**config.mk**
```make
export PLATFORM = sky130hd
export DESIGN_NAME = uart_tx_flat
export DESIGN_NICKNAME = d
export VERILOG_FILES = /design/src/rtl/uart_pkg.sv /design/src/rtl/uart_tx_if.sv /design/src/rtl/uart_baud_gen.sv /design/src/rtl/uart_tx.sv /design/src/flat_wrapper.sv
export SDC_FILE = /design/constraint.sdc
export NUM_CORES = 1
export LEC_CHECK = 0
export BUFFER_PORTS_ARGS = -buffer_cell sky130_fd_sc_hd__buf_2
export CAP_MARGIN = 20
export CORE_MARGIN = 2
export CORE_UTILIZATION = 53
export CTS_BUF_LIST = sky130_fd_sc_hd__clkbuf_8 sky130_fd_sc_hd__clkbuf_16
export CTS_CLUSTER_DIAMETER = 100
export CTS_CLUSTER_SIZE = 14
export DETAILED_ROUTE_END_ITERATION = 10
export PLACE_DENSITY = 0.75
export SETUP_SLACK_MARGIN = 0.15
export SLEW_MARGIN = 20
export SYNTH_ARGS = -nofsm -noshare
export SYNTH_HDL_FRONTEND = slang
export SYNTH_SLANG_ARGS = --single-unit
```
**constraint.sdc**
```tcl
create_clock -name clk -period 1.58 [get_ports clk]
set_clock_uncertainty 0.15 [all_clocks]
set_input_delay 0.158 -clock clk [delete_from_list [all_inputs] [get_ports clk]]
set_output_delay 0.158 -clock clk [all_outputs]
set_load 0.02 [all_outputs]
```
**src/rtl/uart_pkg.sv**
```systemverilog
`default_nettype none
// +----------------------------------------------------------------------+
// | uart_pkg: shared UART state encodings, oversample ratio, divisor fn. |
// | Rev 1.0                                                              |
// +----------------------------------------------------------------------+
package uart_pkg;

  localparam int OVERSAMPLE = 16;
  localparam int DATA_W     = 8;

  typedef enum logic [2:0] {
    ST_IDLE   = 3'd0,
    ST_START  = 3'd1,
    ST_DATA   = 3'd2,
    ST_PARITY = 3'd3,
    ST_STOP   = 3'd4
  } uart_state_e;

  function automatic int uart_divisor(input int clk_freq, input int baud);
    return clk_freq / (baud * OVERSAMPLE);
  endfunction

endpackage
`default_nettype wire

```
**src/rtl/uart_tx_if.sv**
```systemverilog
`default_nettype none
// +----------------------------------------------------------------------+
// | uart_tx_if: request/line bundle between byte source and uart_tx.     |
// | Rev 1.0                                                              |
// +----------------------------------------------------------------------+
interface uart_tx_if;
  import uart_pkg::*;

  logic              i_tx_start;
  logic [DATA_W-1:0] i_data;
  logic              o_tx;
  logic              o_tx_done;
  logic              o_busy;

  modport master (
    output i_tx_start,
    output i_data,
    input  o_tx,
    input  o_tx_done,
    input  o_busy
  );

  modport slave (
    input  i_tx_start,
    input  i_data,
    output o_tx,
    output o_tx_done,
    output o_busy
  );

endinterface
`default_nettype wire

```
**src/rtl/uart_baud_gen.sv**
```systemverilog
`default_nettype none
// +----------------------------------------------------------------------+
// | uart_baud_gen: free-running 16x oversample tick, one clk wide.       |
// | Rev 1.0                                                              |
// +----------------------------------------------------------------------+
module uart_baud_gen
  import uart_pkg::*;
#(
  parameter int CLK_FREQ = 50_000_000,
  parameter int BAUD     = 19200
) (
  input  wire logic clk,
  input  wire logic rst,
  output logic      o_tick
);

  localparam int c_DIVISOR = uart_divisor(CLK_FREQ, BAUD);
  localparam int c_CW      = (c_DIVISOR > 1) ? $clog2(c_DIVISOR) : 1;
  localparam logic [c_CW-1:0] c_LAST = c_CW'(c_DIVISOR - 1);

  logic [c_CW-1:0] r_cnt;

  always_ff @(posedge clk) begin
    if (rst) begin
      r_cnt <= '0;
    end else if (r_cnt == c_LAST) begin
      r_cnt <= '0;
    end else begin
      r_cnt <= r_cnt + c_CW'(1);
    end
  end

  assign o_tick = (r_cnt == c_LAST);

endmodule
`default_nettype wire

```
**src/rtl/uart_tx.sv**
```systemverilog
`default_nettype none
// +----------------------------------------------------------------------+
// | uart_tx: 8N1 serial transmitter, LSB first; 8E1 when UART_PARITY_EN  |
// | is defined. Rev 1.0                                                  |
// +----------------------------------------------------------------------+
module uart_tx
  import uart_pkg::*;
#(
  parameter int CLK_FREQ = 50_000_000,
  parameter int BAUD     = 19200,
  parameter int DBIT     = 8,
  parameter int SB_TICK  = 16
) (
  input  wire logic  clk,
  input  wire logic  rst,
  uart_tx_if.slave   bus
);

  localparam int c_NW = (DBIT > 1) ? $clog2(DBIT) : 1;
  localparam logic [c_NW-1:0] c_NLAST   = c_NW'(DBIT - 1);
  localparam logic [3:0]      c_BITLAST = 4'(OVERSAMPLE - 1);
  localparam logic [3:0]      c_SBLAST  = 4'(SB_TICK - 1);

  logic            w_tick;
  uart_state_e     r_state;
  logic [3:0]      r_s_cnt;
  logic [c_NW-1:0] r_n_cnt;
  logic [DBIT-1:0] r_shreg;
  logic            r_tx;
  logic            r_done;
  logic            r_busy;
`ifdef UART_PARITY_EN
  logic            r_par;
`endif

  uart_baud_gen #(
    .CLK_FREQ (CLK_FREQ),
    .BAUD     (BAUD)
  ) u_baud (
    .clk    (clk),
    .rst    (rst),
    .o_tick (w_tick)
  );

  // Line level for each state is loaded on the transition edge so o_tx stays registered.
  always_ff @(posedge clk) begin
    if (rst) begin
      r_state <= ST_IDLE;
      r_s_cnt <= '0;
      r_n_cnt <= '0;
      r_shreg <= '0;
      r_tx    <= 1'b1;
      r_done  <= 1'b0;
      r_busy  <= 1'b0;
`ifdef UART_PARITY_EN
      r_par   <= 1'b0;
`endif
    end else begin
      r_done <= 1'b0;
      case (r_state)
        ST_IDLE: begin
          r_tx <= 1'b1;
          if (bus.i_tx_start) begin
            r_shreg <= bus.i_data[DBIT-1:0];
            r_s_cnt <= '0;
            r_n_cnt <= '0;
            r_busy  <= 1'b1;
            r_tx    <= 1'b0;
            r_state <= ST_START;
`ifdef UART_PARITY_EN
            r_par   <= ^bus.i_data[DBIT-1:0];
`endif
          end
        end
        ST_START: begin
          if (w_tick) begin
            r_s_cnt <= r_s_cnt + 4'd1;
            if (r_s_cnt == c_BITLAST) begin
              r_tx    <= r_shreg[0];
              r_state <= ST_DATA;
            end
          end
        end
        ST_DATA: begin
          if (w_tick) begin
            r_s_cnt <= r_s_cnt + 4'd1;
            if (r_s_cnt == c_BITLAST) begin
              r_shreg <= r_shreg >> 1;
              if (r_n_cnt == c_NLAST) begin
`ifdef UART_PARITY_EN
                r_tx    <= r_par;
                r_state <= ST_PARITY;
`else
                r_tx    <= 1'b1;
                r_state <= ST_STOP;
`endif
              end else begin
                r_n_cnt <= r_n_cnt + c_NW'(1);
                r_tx    <= r_shreg[1];
              end
            end
          end
        end
`ifdef UART_PARITY_EN
        ST_PARITY: begin
          if (w_tick) begin
            r_s_cnt <= r_s_cnt + 4'd1;
            if (r_s_cnt == c_BITLAST) begin
              r_tx    <= 1'b1;
              r_state <= ST_STOP;
            end
          end
        end
`endif
        ST_STOP: begin
          if (w_tick) begin
            if (r_s_cnt == c_SBLAST) begin
              r_s_cnt <= '0;
              r_done  <= 1'b1;
              r_busy  <= 1'b0;
              r_state <= ST_IDLE;
            end else begin
              r_s_cnt <= r_s_cnt + 4'd1;
            end
          end
        end
        default: begin
          r_tx    <= 1'b1;
          r_busy  <= 1'b0;
          r_state <= ST_IDLE;
        end
      endcase
    end
  end

  assign bus.o_tx      = r_tx;
  assign bus.o_tx_done = r_done;
  assign bus.o_busy    = r_busy;

endmodule
`default_nettype wire
```
**src/flat_wrapper.sv**
```systemverilog
// flat-port wrapper written by rule: the top's interface ports become plain ports
module uart_tx_flat import uart_pkg::*;
#(
  parameter int CLK_FREQ = 50_000_000,
  parameter int BAUD     = 19200,
  parameter int DBIT     = 8,
  parameter int SB_TICK  = 16
)
  (clk, rst, bus_i_tx_start, bus_i_data, bus_o_tx, bus_o_tx_done, bus_o_busy);
  uart_tx_if bus_i ();
  input  wire logic clk;
  input  wire logic rst;
  input wire logic [$bits(bus_i.i_tx_start)-1:0] bus_i_tx_start;
  input wire logic [$bits(bus_i.i_data)-1:0] bus_i_data;
  output wire logic [$bits(bus_i.o_tx)-1:0] bus_o_tx;
  output wire logic [$bits(bus_i.o_tx_done)-1:0] bus_o_tx_done;
  output wire logic [$bits(bus_i.o_busy)-1:0] bus_o_busy;
  assign bus_i.i_tx_start = bus_i_tx_start;
  assign bus_i.i_data = bus_i_data;
  assign bus_o_tx = bus_i.o_tx;
  assign bus_o_tx_done = bus_i.o_tx_done;
  assign bus_o_busy = bus_i.o_busy;
  uart_tx #(.CLK_FREQ(CLK_FREQ), .BAUD(BAUD), .DBIT(DBIT), .SB_TICK(SB_TICK)) u_core (.clk(clk), .rst(rst), .bus(bus_i));
endmodule
```
==> results of run 1 <==
==> power breakdown <==
| group | internal, mW | total, mW | switching (mW) |
|---|---|---|---|
| logic | 0.135 | 0.278 | 0.143 |
| clock network | 0.303 | 0.615 | 0.312 |
| registers | 0.760 | 0.791 | 0.0306 |
==> routing by layer <==
layer | share of wire | global-route usage
met1 | 0.38 | 0.345
met2 | 0.52 | 0.529
met3 | 0.065 | 0.0786
met4 | 0.033 | 0.110
met5 | 0 | 0
==> synthesized netlist by cell type (4+ instances only) <==
| library cell | number | area share |
|---|---|---|
| ha_1 | 5 | 0.038 |
| o21ai_0 | 5 | 0.015 |
| or4b_1 | 4 | 0.025 |
| o211ai_1 | 5 | 0.023 |
| a221oi_1 | 7 | 0.038 |
| o2111ai_1 | 4 | 0.022 |
| dfxtp_1 | 29 | 0.36 |
| a21oi_1 | 10 | 0.031 |
| clkbuf_1 | 6 | 0.014 |
| nor3_1 | 14 | 0.043 |
| nand3_1 | 14 | 0.043 |
| xor2_1 | 4 | 0.022 |
| nor2_1 | 15 | 0.035 |
| and2_1 | 6 | 0.023 |
| inv_1 | 5 | 0.012 |
| nand2_1 | 7 | 0.016 |
==> kinds of logic after synthesis <==
family	Yosys count	synth area share
AND/OR/NAND/NOR	84	0.327
AO/OA/AOI/OAI	42	0.177
flip-flops	29	0.356
buffers and inverters	17	0.0568
XOR/XNOR	7	0.0376
adder cells (fa/ha/maj)	5	0.0384
multiplexers	1	0.00614
==> final timing paths <==
path | startpoint | end | slack (ns)
min reg2reg | u_core.bus.o_busy | u_core.bus.o_busy | 0.34
max | u_core.r_state[0] | u_core.r_shreg[6] | -0.29
max reg2reg | u_core.r_state[0] | u_core.r_shreg[6] | -0.29
min | rst | u_core.r_s_cnt[2] | 0.1
==> flip-flops by register name (all words and copies together), names as in the netlist <==
signal                count
u_core.bus.o_tx           1
u_core.r_shreg            8
u_core.r_state            3
u_core.u_baud.r_cnt       8
u_core.bus.o_tx_done      1
u_core.r_n_cnt            3
u_core.r_s_cnt            4
u_core.bus.o_busy         1
==> per-stage QoR <==
stage / setup TNS, ns / cells / hold WS, ns / instance area [um^2] / setup WS, ns
floorplan: -1.47 / 185 / 0.160 / 1670 / -0.119
global placement: -1.57 / 260 / 0.269 / 1990 / -0.207
detailed placement: -2.71 / 260 / 0.280 / 1990 / -0.241
CTS: -2.02 / 274 / 0.0564 / 2360 / -0.147
global route: -3.83 / 280 / 0.103 / 2530 / -0.290
finish: -2.71 / 280 / 0.0994 / 2530 / -0.292
==> repair_timing <==
action,4_1_cts,5_1_grt
hold endpoints to repair,1,0
resized for setup,60,20
cloned,1,0
hold buffers,1,0
setup buffers,4,6
endpoints found under the setup margin,29,27
pin swaps,21,6
==> worst register-to-register path: stages, from the launching register on <==
cell,delay (ns)
dfxtp_4,0.37
or4b_4,0.55
buf_6,0.18
a221oi_1,0.39
nor3_1,0.11
==> final cells by class <==
type                       instances  area (um^2)  area share
clock buffer                       5         68.8      0.0272
clock inverter                     3         17.5     0.00692
inverter                           5         18.8     0.00741
multi-input combinational        139         1260       0.498
sequential                        29          601       0.237
tap                               33         41.3      0.0163
timing repair buffer              66          523       0.207
==> flow_metrics.tcl, run 1 <==
set metrics [dict create \
    status "finished with violations" \
    violations "negative setup slack" \
    die_w_um 59.4 \
    syn_avg_cell_area_um2 8.81 \
    track_usage 0.300 \
    coreArea_um2 2980 \
    leakage_nw 1.01 \
    num_vias 1797 \
    setup_ws_ns -0.292 \
    cp.buffers_inverters 1 \
    max_cap_viol_count 0 \
    initial_core_util 0.547 \
    n_antenna_cell 0 \
    finalHoldViolations 0 \
    peakVddDrop_uv 698 \
    wirelength_um 5540 \
    crit_family "simple AND/OR/NAND/NOR gates" \
    holdPathStages 3 \
    fin_crit_sh 1.18 \
    crit_chain "or4b_4 > buf_6 > a221oi_1 > nor3_1" \
    dieHeight_um 59.4 \
    yosysSeqAreaShare 0.356 \
    critPathMaxStageDelay_ns 0.55 \
    powerDensity_nw_per_um2 665 \
    setup_viol 19 \
    cp.arrival_ns 1.89 \
    final_cell_mix "buf_4 (39), dfxtp_1 (19), nor2_1 (14)" \
    required_ns 1.60 \
    antenna_found_initial 0 \
    dr.first_iter.drc_count 180 \
    final_util 0.850 \
    synthFlopType "dfxtp_1" \
    hold_path_class "in -> reg" \
    cp_max_fo 11 \
    r2r_cells 4 \
    critPathKind "reg -> reg" \
    worstSetupEndpointType "flop" \
    worstMarginPinSlew_ns 0.379 \
    period_needed_ns 1.87 \
    gp_congestion 0.827 \
    yosysWarnings 0 \
    drc 0 \
    cts_sinks 29 \
    ys_ff_latch 29 \
    root_buffer "clkbuf_8" \
    viasPerCell 6.42 \
    final_common_cell "buf_4" \
    synth_fp_nets 201 \
    place_hpwl_um 2940 \
    ant_nets 0 \
    syn_inst 185 \
    synth_cell_types 48 \
    rows 20 \
    worstSkewPairLatency_ns 0.29 \
    fin_nets 262 \
    p_total_mw 1.68 \
    post_drt_wl_per_cell_um 19.8 \
    cts-buffers-inserted 5 \
    grt_max_degree 13 \
    io_pins 14 \
    slowest_stage "or4b_4" \
    rsz0062_at_grt "yes" \
    synth_edf_count 0 \
    clk_pin_slew_ns 0.07 \
    relSlewSlack 0.748 \
    grt_pass1_vias 1640 \
    cp.depth 4 \
    cts_tree "done" \
    cp-start-kind "flop" \
    cts.path.max_buffers 2 \
    syn_to_final_growth_pct 55.4 \
    die_area_um2 3530 \
    drive_above_1_share 0.547 \
    first_pass_iters 4 \
    slew_viol_final 0 \
    io_buffers 13 \
    fillers 146 \
    syn_area_um2 1630 \
    async_flop_share 0 \
    cts_max_level 2 \
    grt_pass1_wl_um 7820 \
    grt_overflow 0 \
    max_freq_mhz 534 \
]
(Power assumes the default switching activity.)
==> run 2, diff against run 1 <==
--- a/config.mk
+++ b/config.mk
@@ -9,6 +9,5 @@
 export CAP_MARGIN = 20
-export CORE_MARGIN = 2
+export CORE_MARGIN = 5
 export CORE_UTILIZATION = 53
 export CTS_BUF_LIST = sky130_fd_sc_hd__clkbuf_8 sky130_fd_sc_hd__clkbuf_16
-export CTS_CLUSTER_DIAMETER = 100
 export CTS_CLUSTER_SIZE = 14
--- a/constraint.sdc
+++ b/constraint.sdc
@@ -4,2 +4,2 @@
 set_output_delay 0.158 -clock clk [all_outputs]
-set_load 0.02 [all_outputs]
+set_load 0.1 [all_outputs]
==> flow_metrics.tcl, run 2 (synthesis gave the netlist of run 1 again) <==
set metrics [dict create \
    rsz0062_at_grt "yes" \
    placedCellCount 254 \
    fin_nets 259 \
    status "finished with violations" \
    crit_family "simple AND/OR/NAND/NOR gates" \
    violations "negative setup slack" \
    critPathMaxStageDelay_ns 0.37 \
    grt_pass1_wl_um 8200 \
    finalHoldViolations 0 \
    pwr-share-seq 0.462 \
    initial_core_util 0.542 \
    final_util 0.837 \
    max_freq_mhz 534 \
    postPlaceCellArea_um2 1960 \
    period_needed_ns 1.87 \
    clkPwrFrac 0.359 \
    hold_path_class "in -> reg" \
    coreArea_um2 3000 \
    reg_top3 "u_core.r_shreg x8, u_core.u_baud.r_cnt x8, u_core.r_s_cnt x4" \
    worstSkewPairLatency_ns 0.29 \
    die_area_um2 4280 \
    cp.arrival_ns 1.89 \
    fin_area_um2 2510 \
    hold_slack_ns 0.0462 \
    switching_share 0.298 \
    dieHeight_um 65.4 \
    worstMarginPinSlew_ns 0.485 \
    syn_to_final_growth_pct 54.2 \
    wirelength_um 5590 \
    grt_max_degree 21 \
    peakVddDrop_uv 573 \
    final_common_cell "buf_4" \
    p_switching_uw 510 \
    track_usage 0.254 \
    viasPerCell 6.38 \
    cp.buffers_inverters 2 \
    drive_above_1_share 0.512 \
    io_pins 14 \
    setup_ws_ns -0.292 \
    pwr-share-comb 0.178 \
    cts_tree "done" \
    worstSetupEndpointType "flop" \
    cp_max_fo 7 \
    die_w_um 65.4 \
    critPathKind "reg -> reg" \
    num_vias 1767 \
    place_hpwl_um 3050 \
    cts_sinks 29 \
    root_buffer "clkbuf_8" \
    n_antenna_cell 0 \
    cp-start-kind "flop" \
    post_drt_wl_per_cell_um 20.2 \
    grt_overflow 0 \
    leakage_nw 0.969 \
    powerDensity_nw_per_um2 680 \
    rows 20 \
    instances_no_fill 277 \
    cts_max_level 2 \
    max_cap_viol_count 0 \
    required_ns 1.60 \
    slew_viol_final 0 \
    io_buffers 13 \
    gp_congestion 0.882 \
    clk_pin_slew_ns 0.07 \
    cts-buffers-inserted 5 \
    relSlewSlack 0.679 \
    cts.path.max_buffers 2 \
    grt_pass1_vias 1742 \
    drc 0 \
    dr.first_iter.drc_count 238 \
    p_int_mw 1.20 \
    first_pass_iters 4 \
    ant_nets 0 \
    antenna_found_initial 0 \
    slowest_stage "dfxtp_4" \
    fin_crit_sh 1.18 \
    final_cell_mix "buf_4 (36), dfxtp_1 (21), buf_2 (12)" \
    setup_viol 20 \
    tns_ns -3.39 \
    crit_chain "buf_4 > nor3b_4 > nand4_1 > buf_6 > a221oi_1 > nor3_1" \
]
run 2: final cells by class:
type,count,area [um^2]
Clock buffer,5,68.8
Clock inverter,3,17.5
Fill cell,147,490
Inverter,5,18.8
Multi-Input combinational cell,139,1250
Sequential cell,29,598
Tap cell,33,41.3
Timing Repair Buffer,63,519
run 2: final timing paths:
check,slack [ns],end,depth (start not counted),startpoint
hold reg to reg,0.34,u_core.bus.o_busy,2,u_core.bus.o_busy
hold / removal,0.05,u_core.r_s_cnt[2],3,rst
setup reg to reg,-0.29,u_core.r_shreg[4],6,u_core.r_state[0]
setup / recovery,-0.29,u_core.r_shreg[4],6,u_core.r_state[0]
run 2: through the flow:
| stage | setup WS, ns | power, mW |
|---|---|---|
| after floorplan | -0.119 | 0.948 |
| after global placement | -0.158 | 1.01 |
| after detailed placement | -0.211 | 1.02 |
| after CTS | -0.144 | 1.67 |
| after global routing | -0.364 | 1.79 |
| final | -0.292 | 1.71 |
run 2: repair_timing:
action | 4_1_cts | 5_1_grt
cloned | 1 | 1
buffers inserted | 9 | 3
hold buffers | 1 | 0
gates resized for setup | 46 | 39
setup endpoints to repair | 30 | 29
endpoints found under the hold margin | 1 | 0
pin swaps | 27 | 11
run 2: metal layers:
metal	vias to the layer above	global-route usage	part of all wire	wire length, um
li1	811	-	-	-
met2	73	0.461	0.53	2960
met4	0	0.0959	0.036	202
met5	-	0	0	0
met1	860	0.280	0.38	2120
met3	23	0.0667	0.055	310
run 2: power groups by stage:
stage | logic [mW] | registers [mW] | clock network [mW]
2_1_floorplan | 0.118 | 0.830 | 0
3_3_place_gp | 0.211 | 0.798 | 0
3_5_place_dp | 0.222 | 0.801 | 0
4_1_cts | 0.259 | 0.787 | 0.619
5_1_grt | 0.325 | 0.793 | 0.670
6_report | 0.305 | 0.790 | 0.614
run 2: worst min-delay path, delay by kind of cell:
| family | cells | cell delay (ns) |
|---|---|---|
| buf+inv | 2 | 0.26 |
| compound gates | 1 | 0.03 |
